===== src/rtl/hex_color_entry_pkg.sv =====
// Shared types and helpers for keypad colour entry.
// Slot 0 in entry order is the most-significant digit.
package hex_color_entry_pkg;

    typedef enum logic [1:0] {
        IDLE,
        ENTRY,
        DONE
    } entry_state_t;

    function automatic int slot_lsb(
        input int count,
        input int num_digits = 6,
        input int digit_w    = 4
    );
        return (num_digits - 1 - count) * digit_w;
    endfunction

endpackage


===== src/rtl/digit_slot_writer.sv =====
// Combinational digit insert/clear into one slot of the colour word.
// slot counts in entry order: 0 is the most-significant digit.
module digit_slot_writer
    import hex_color_entry_pkg::*;
#(
    parameter  int DIGIT_W    = 4,
    parameter  int NUM_DIGITS = 6,
    localparam int COLOR_W    = DIGIT_W * NUM_DIGITS,
    localparam int CNT_W      = $clog2(NUM_DIGITS + 1)
) (
    input  logic [COLOR_W-1:0] color,
    input  logic [CNT_W-1:0]   slot,
    input  logic [DIGIT_W-1:0] digit,
    input  logic               clear,
    output logic [COLOR_W-1:0] color_out
);

    always_comb begin
        color_out = color;
        for (int i = 0; i < NUM_DIGITS; i++) begin
            if (slot == CNT_W'(i)) begin
                color_out[slot_lsb(i, NUM_DIGITS, DIGIT_W) +: DIGIT_W] =
                    clear ? '0 : digit;
            end
        end
    end

endmodule


===== src/rtl/hex_color_entry.sv =====
// Keypad colour entry: fills a colour MSD-first with backspace and cancel.
// Priority each cycle is cancel > start > backspace > ready.
module hex_color_entry
    import hex_color_entry_pkg::*;
#(
    parameter  int DIGIT_W    = 4,
    parameter  int NUM_DIGITS = 6,
    localparam int COLOR_W    = DIGIT_W * NUM_DIGITS,
    localparam int CNT_W      = $clog2(NUM_DIGITS + 1)
) (
    input  logic               clk,
    input  logic               reset,
    input  logic               start,
    input  logic               ready,
    input  logic [DIGIT_W-1:0] value,
    input  logic               backspace,
    input  logic               cancel,
    output logic [COLOR_W-1:0] final_color,
    output logic [CNT_W-1:0]   count,
    output logic               busy,
    output logic               done
);

    entry_state_t       state;
    logic               bs_sel;
    logic [CNT_W-1:0]   w_slot;
    logic [COLOR_W-1:0] next_color;

    // Backspace always clears the slot at count-1; a write fills slot count.
    always_comb begin
        bs_sel = backspace;
        w_slot = bs_sel ? count - CNT_W'(1) : count;
    end

    digit_slot_writer #(
        .DIGIT_W    (DIGIT_W),
        .NUM_DIGITS (NUM_DIGITS)
    ) u_writer (
        .color     (final_color),
        .slot      (w_slot),
        .digit     (value),
        .clear     (bs_sel),
        .color_out (next_color)
    );

    always_ff @(posedge clk) begin
        if (reset || cancel) begin
            state       <= IDLE;
            final_color <= '0;
            count       <= '0;
            busy        <= 1'b0;
            done        <= 1'b0;
        end else if (start) begin
            state       <= ENTRY;
            final_color <= '0;
            count       <= '0;
            busy        <= 1'b1;
            done        <= 1'b0;
        end else begin
            unique case (state)
                ENTRY: begin
                    if (backspace) begin
                        if (count != '0) begin
                            final_color <= next_color;
                            count       <= count - CNT_W'(1);
                        end
                    end else if (ready) begin
                        final_color <= next_color;
                        count       <= count + CNT_W'(1);
                        if (count == CNT_W'(NUM_DIGITS - 1)) begin
                            state <= DONE;
                            busy  <= 1'b0;
                            done  <= 1'b1;
                        end
                    end
                end
                DONE: begin
                    if (backspace) begin
                        final_color <= next_color;
                        count       <= count - CNT_W'(1);
                        state       <= ENTRY;
                        busy        <= 1'b1;
                        done        <= 1'b0;
                    end
                end
                default: begin
                    state <= IDLE;
                end
            endcase
        end
    end

endmodule


===== config.mk =====
export PLATFORM = sky130hd
export DESIGN_NAME = hex_color_entry
export DESIGN_NICKNAME = d
export VERILOG_FILES = /design/src/rtl/hex_color_entry_pkg.sv /design/src/rtl/digit_slot_writer.sv /design/src/rtl/hex_color_entry.sv
export SDC_FILE = /design/constraint.sdc
export NUM_CORES = 1
export LEC_CHECK = 0
export ABC_AREA = 1
export CAP_MARGIN = 20
export CORE_ASPECT_RATIO = 1.4
export CORE_MARGIN = 2
export CORE_UTILIZATION = 30
export DETAILED_ROUTE_END_ITERATION = 6
export GPL_TIMING_DRIVEN = 0
export HOLD_SLACK_MARGIN = 0.08
export RECOVER_POWER = 25
export SLEW_MARGIN = 20
export SYNTH_ARGS = -nofsm -noshare
export SYNTH_HDL_FRONTEND = slang
export SYNTH_SLANG_ARGS = --single-unit

===== constraint.sdc =====
create_clock -name clk -period 3.9 [get_ports clk]
set_input_delay 0.78 -clock clk [delete_from_list [all_inputs] [get_ports clk]]
set_output_delay 0.78 -clock clk [all_outputs]
set_load 0.01 [all_outputs]

==> metrics.md <==
| Metric | Value |
|---|---|
| Status | `completed` |
| GRT Max-Usage Layer | `met2` |
| Lkg Pwr | `0.919 nW` |
| Fraction of post-synthesis cell area in the top cell type by area | `0.375` |
| Worst VDD drop | `0.168 mV` |
| Number of instances in the synthesized netlist | `252` |
| Most common cell type on the critical path | `nand2_1` |
| Die Width | `66.8 microns` |
| Critical-path top delay cell | `clkdlybuf4s50_1` |
| Count of cell types in the netlist | `24` |
| Post-synthesis sequential area ratio | `0.375` |
| Final Cycle Share | `0.737` |
| Met2 Track Usage GR | `0.262` |
| Total global-route track usage | `0.144` |
| Unrepaired setup endpoints after global routing | `false` |
| Upper clock frequency limit | `0.348 GHz` |
| Clock edge transition at the registers on the reported setup and hold paths | `60 ps` |
| Cts repair resizes | `0` |
| Floorplan Core Area | `5410 sq um` |
| Via Count | `1662` |
| Fin. Hold Viols | `0` |
| Synthesized area | `1660 sq um` |
| Setup TNS after final layout | `0 ps` |
| Synth area leaders | `dfxtp_1 37%, nor2_1 15%, nand2_1 15%, nand3_1 6.9%, inv_1 5.4%` |
| Fill count | `611` |
| Chip height | `91.9 microns` |
| HPWL reported at the end of detailed placement | `3.14 mm` |
| Grt met3 use | `0.0270` |
| Max Cap Viol | `0` |
| Remaining antenna violation count | `0` |
| Routed wirelength normalized by instance count | `11.0 microns` |
| Type of the tightest min-delay check | `reg2reg` |
| Flip-flop cell with the highest count after synthesis | `dfxtp_1` |
| Number of antenna cells inserted | `0` |
| # Post-CTS Setup Buffers | `0` |
| Final worst hold slack | `466 ps` |
| Fraction of layout cells with a size suffix above 1 | `0.0805` |
| Number of clock sinks | `31` |
| #FFs+latches synth | `31` |
| Antenna violations before repair | `0` |
| Maximum number of pins on one net before global-route repair | `11` |
| Share of the core filled with cells | `0.406` |
| Drt total wl | `4.01 mm` |
| Number of hold buffers added after CTS | `0` |
| P&R area growth vs syn | `32.6%` |
| CP Max Fanout | `10` |
| FFs w/ async S/R, synth | `0` |
| Number of detailed-routing iterations run before antenna repair | `4` |
| Initial DRC Count | `65` |
| Max transition margin | `0.615` |
| Worst-case clock buffer depth | `2` |
| Starting density of the core | `0.306` |
| Number of port buffers | `38` |
| Overall power consumption | `0.626 mW` |
| Number of pins with negative max-slew slack in the final report | `0` |
| Slew @ Worst Pin | `577 ps` |
| Maximum level of the CTS H-tree | `2` |
| Cells along the critical path | `clkdlybuf4s50_1, clkbuf_1, inv_4, ha_1, inv_1, nand2_1, nor2_1, nand2_1, nand2_1, nand2_1, nor2_1` |
| Most repeated cell in the gate-level netlist after synthesis | `nor2_1` |
| Average footprint of a synthesized cell | `6.57 sq um` |
| Std-Cell Rows | `32` |
| Post-synth net total | `268` |
| Post-DR vias/cell | `4.54` |
| Aggregate global routing overflow | `0` |
| Power density cells | `285 nW/um^2` |
| Placer Congestion | `0.909` |
| Biggest area consumer among synthesized cells | `dfxtp_1` |
| GRT met1 Usage | `0.160` |
| TritonCTS buffer count | `5` |
| Clock period minus worst slack | `2870 ps` |
| Total die area | `6140 sq um` |
| Top cells by instance count after synthesis | `65 x nor2_1, 64 x nand2_1, 31 x dfxtp_1, 24 x inv_1, 23 x nand3_1` |
| Worst endpoint required time | `4120 ps` |
| Clock tree from TritonCTS | `done` |
| Clock latency of the later-clocked register in the worst-skew pair | `280 ps` |
| Root Buffer Master | `clkbuf_8` |
| Kind of critical path | `in2reg` |
| Setup skew after layout | `1.33 ps` |
| Register area | `621 sq um` |
| Total setup violations reported at the end of the flow | `0` |
| Global-route wire length before repair | `6.89 mm` |
| Via count of the first global-routing pass | `1570` |
| Largest incremental delay on the critical path | `480 ps` |
| Count of nets after finishing | `313` |
| Number of I/O pins | `39` |
| Count of synthesis-stage warnings from yosys | `0` |
| Footprint of the multi-input gates | `897 sq um` |
| Critical Path Start Type | `input pin` |
| Category of the worst setup path capture point | `register` |
| Data arrival, critical path | `3100 ps` |
| Post-detailed-route DRC marker count | `0` |
| Number of synthesized flops with an enable pin | `0` |
[power by group]
| part | switching, mW | leakage, nW | internal, mW |
|---|---|---|---|
| sequential | 0.00119 | 0.250 | 0.318 |
| clock | 0.117 | 0.0422 | 0.125 |
| combinational | 0.0411 | 0.627 | 0.0239 |
[layout by cell type, fill, tap and decap left out]
cell type | Yosys | routed
nand3_1 | 23 | 23
nor2_4 | 1 | 1
buf_2 | 1 | 1
inv_1 | 24 | 24
o21ai_4 | 1 | 1
nor2_1 | 65 | 65
clkinv_2 | 0 | 1
o21ai_0 | 5 | 5
dlygate4sd3_1 | 0 | 13
dfxtp_1 | 31 | 31
clkbuf_1 | 2 | 5
nand2_2 | 4 | 4
nand3_4 | 1 | 1
o21bai_1 | 1 | 1
clkdlybuf4s50_1 | 0 | 25
inv_4 | 1 | 1
a21oi_2 | 1 | 1
nand4_1 | 2 | 2
a21oi_4 | 1 | 1
nand3_2 | 2 | 2
clkbuf_8 | 0 | 5
nand2_1 | 64 | 64
nor2_2 | 2 | 2
inv_2 | 2 | 2
buf_6 | 2 | 1
o21ai_1 | 1 | 1
a21oi_1 | 9 | 9
ha_1 | 6 | 6
[per-stage QoR]
stage / std cells / cell area, sq um / setup WS, ps
after global placement: 358 / 2120 / 1140
after detailed placement: 358 / 2120 / 1120
after floorplan: 252 / 1660 / 1890
after global routing: 366 / 2200 / 738
final: 366 / 2200 / 1030
after CTS: 366 / 2200 / 1410
[sequential cells by signal, indices dropped and copies added, names as in the netlist]
register,flops
final_color,24
count,3
state,2
busy,1
done,1
[cell type report]
| cell class | instances | area share |
|---|---|---|
| repair buffers | 38 | 0.173 |
| clock inverters | 1 | 0.00228 |
| flip-flops and latches | 31 | 0.283 |
| well taps | 68 | 0.0387 |
| multi-input cells | 189 | 0.409 |
| plain buffers | 5 | 0.0125 |
| clock buffers | 7 | 0.0348 |
| inverters | 27 | 0.0473 |
[critical path, delay by kind of cell]
family | cells | cell delay [ps]
simple gates | 6 | 680
fa+ha+maj | 1 | 400
buf+inv | 4 | 1220
[per-layer routing]
| layer | vias up | wire length [microns] |
|---|---|---|
| li1 | 868 | - |
| met1 | 751 | 1660 |
| met2 | 36 | 2100 |
| met3 | 7 | 184 |
| met4 | 0 | 66 |
| met5 | - | 0 |
[worst paths after layout]
| kind | startpoint | endpoint | slack, ps | cells after the start |
|---|---|---|---|---|
| worst max-delay path | backspace | final_color[22]$_SDFFE_PP0P_ | 1030 | 11 |
| worst min-delay path | busy$_SDFFE_PP0P_ | busy$_SDFFE_PP0P_ | 470 | 2 |
| worst max register to register | count[1]$_SDFFE_PP0P_ | final_color[12]$_SDFFE_PP0P_ | 1980 | 11 |
| worst min register to register | busy$_SDFFE_PP0P_ | busy$_SDFFE_PP0P_ | 470 | 2 |
[cell families after synthesis]
| group | share of synthesized area |
|---|---|
| buf+inv | 0.0838 |
| simple gates | 0.421 |
| flops | 0.375 |
| fa+ha+maj | 0.0453 |
| compound gates | 0.0748 |
No activity file was read; power rests on OpenSTA's default activity.
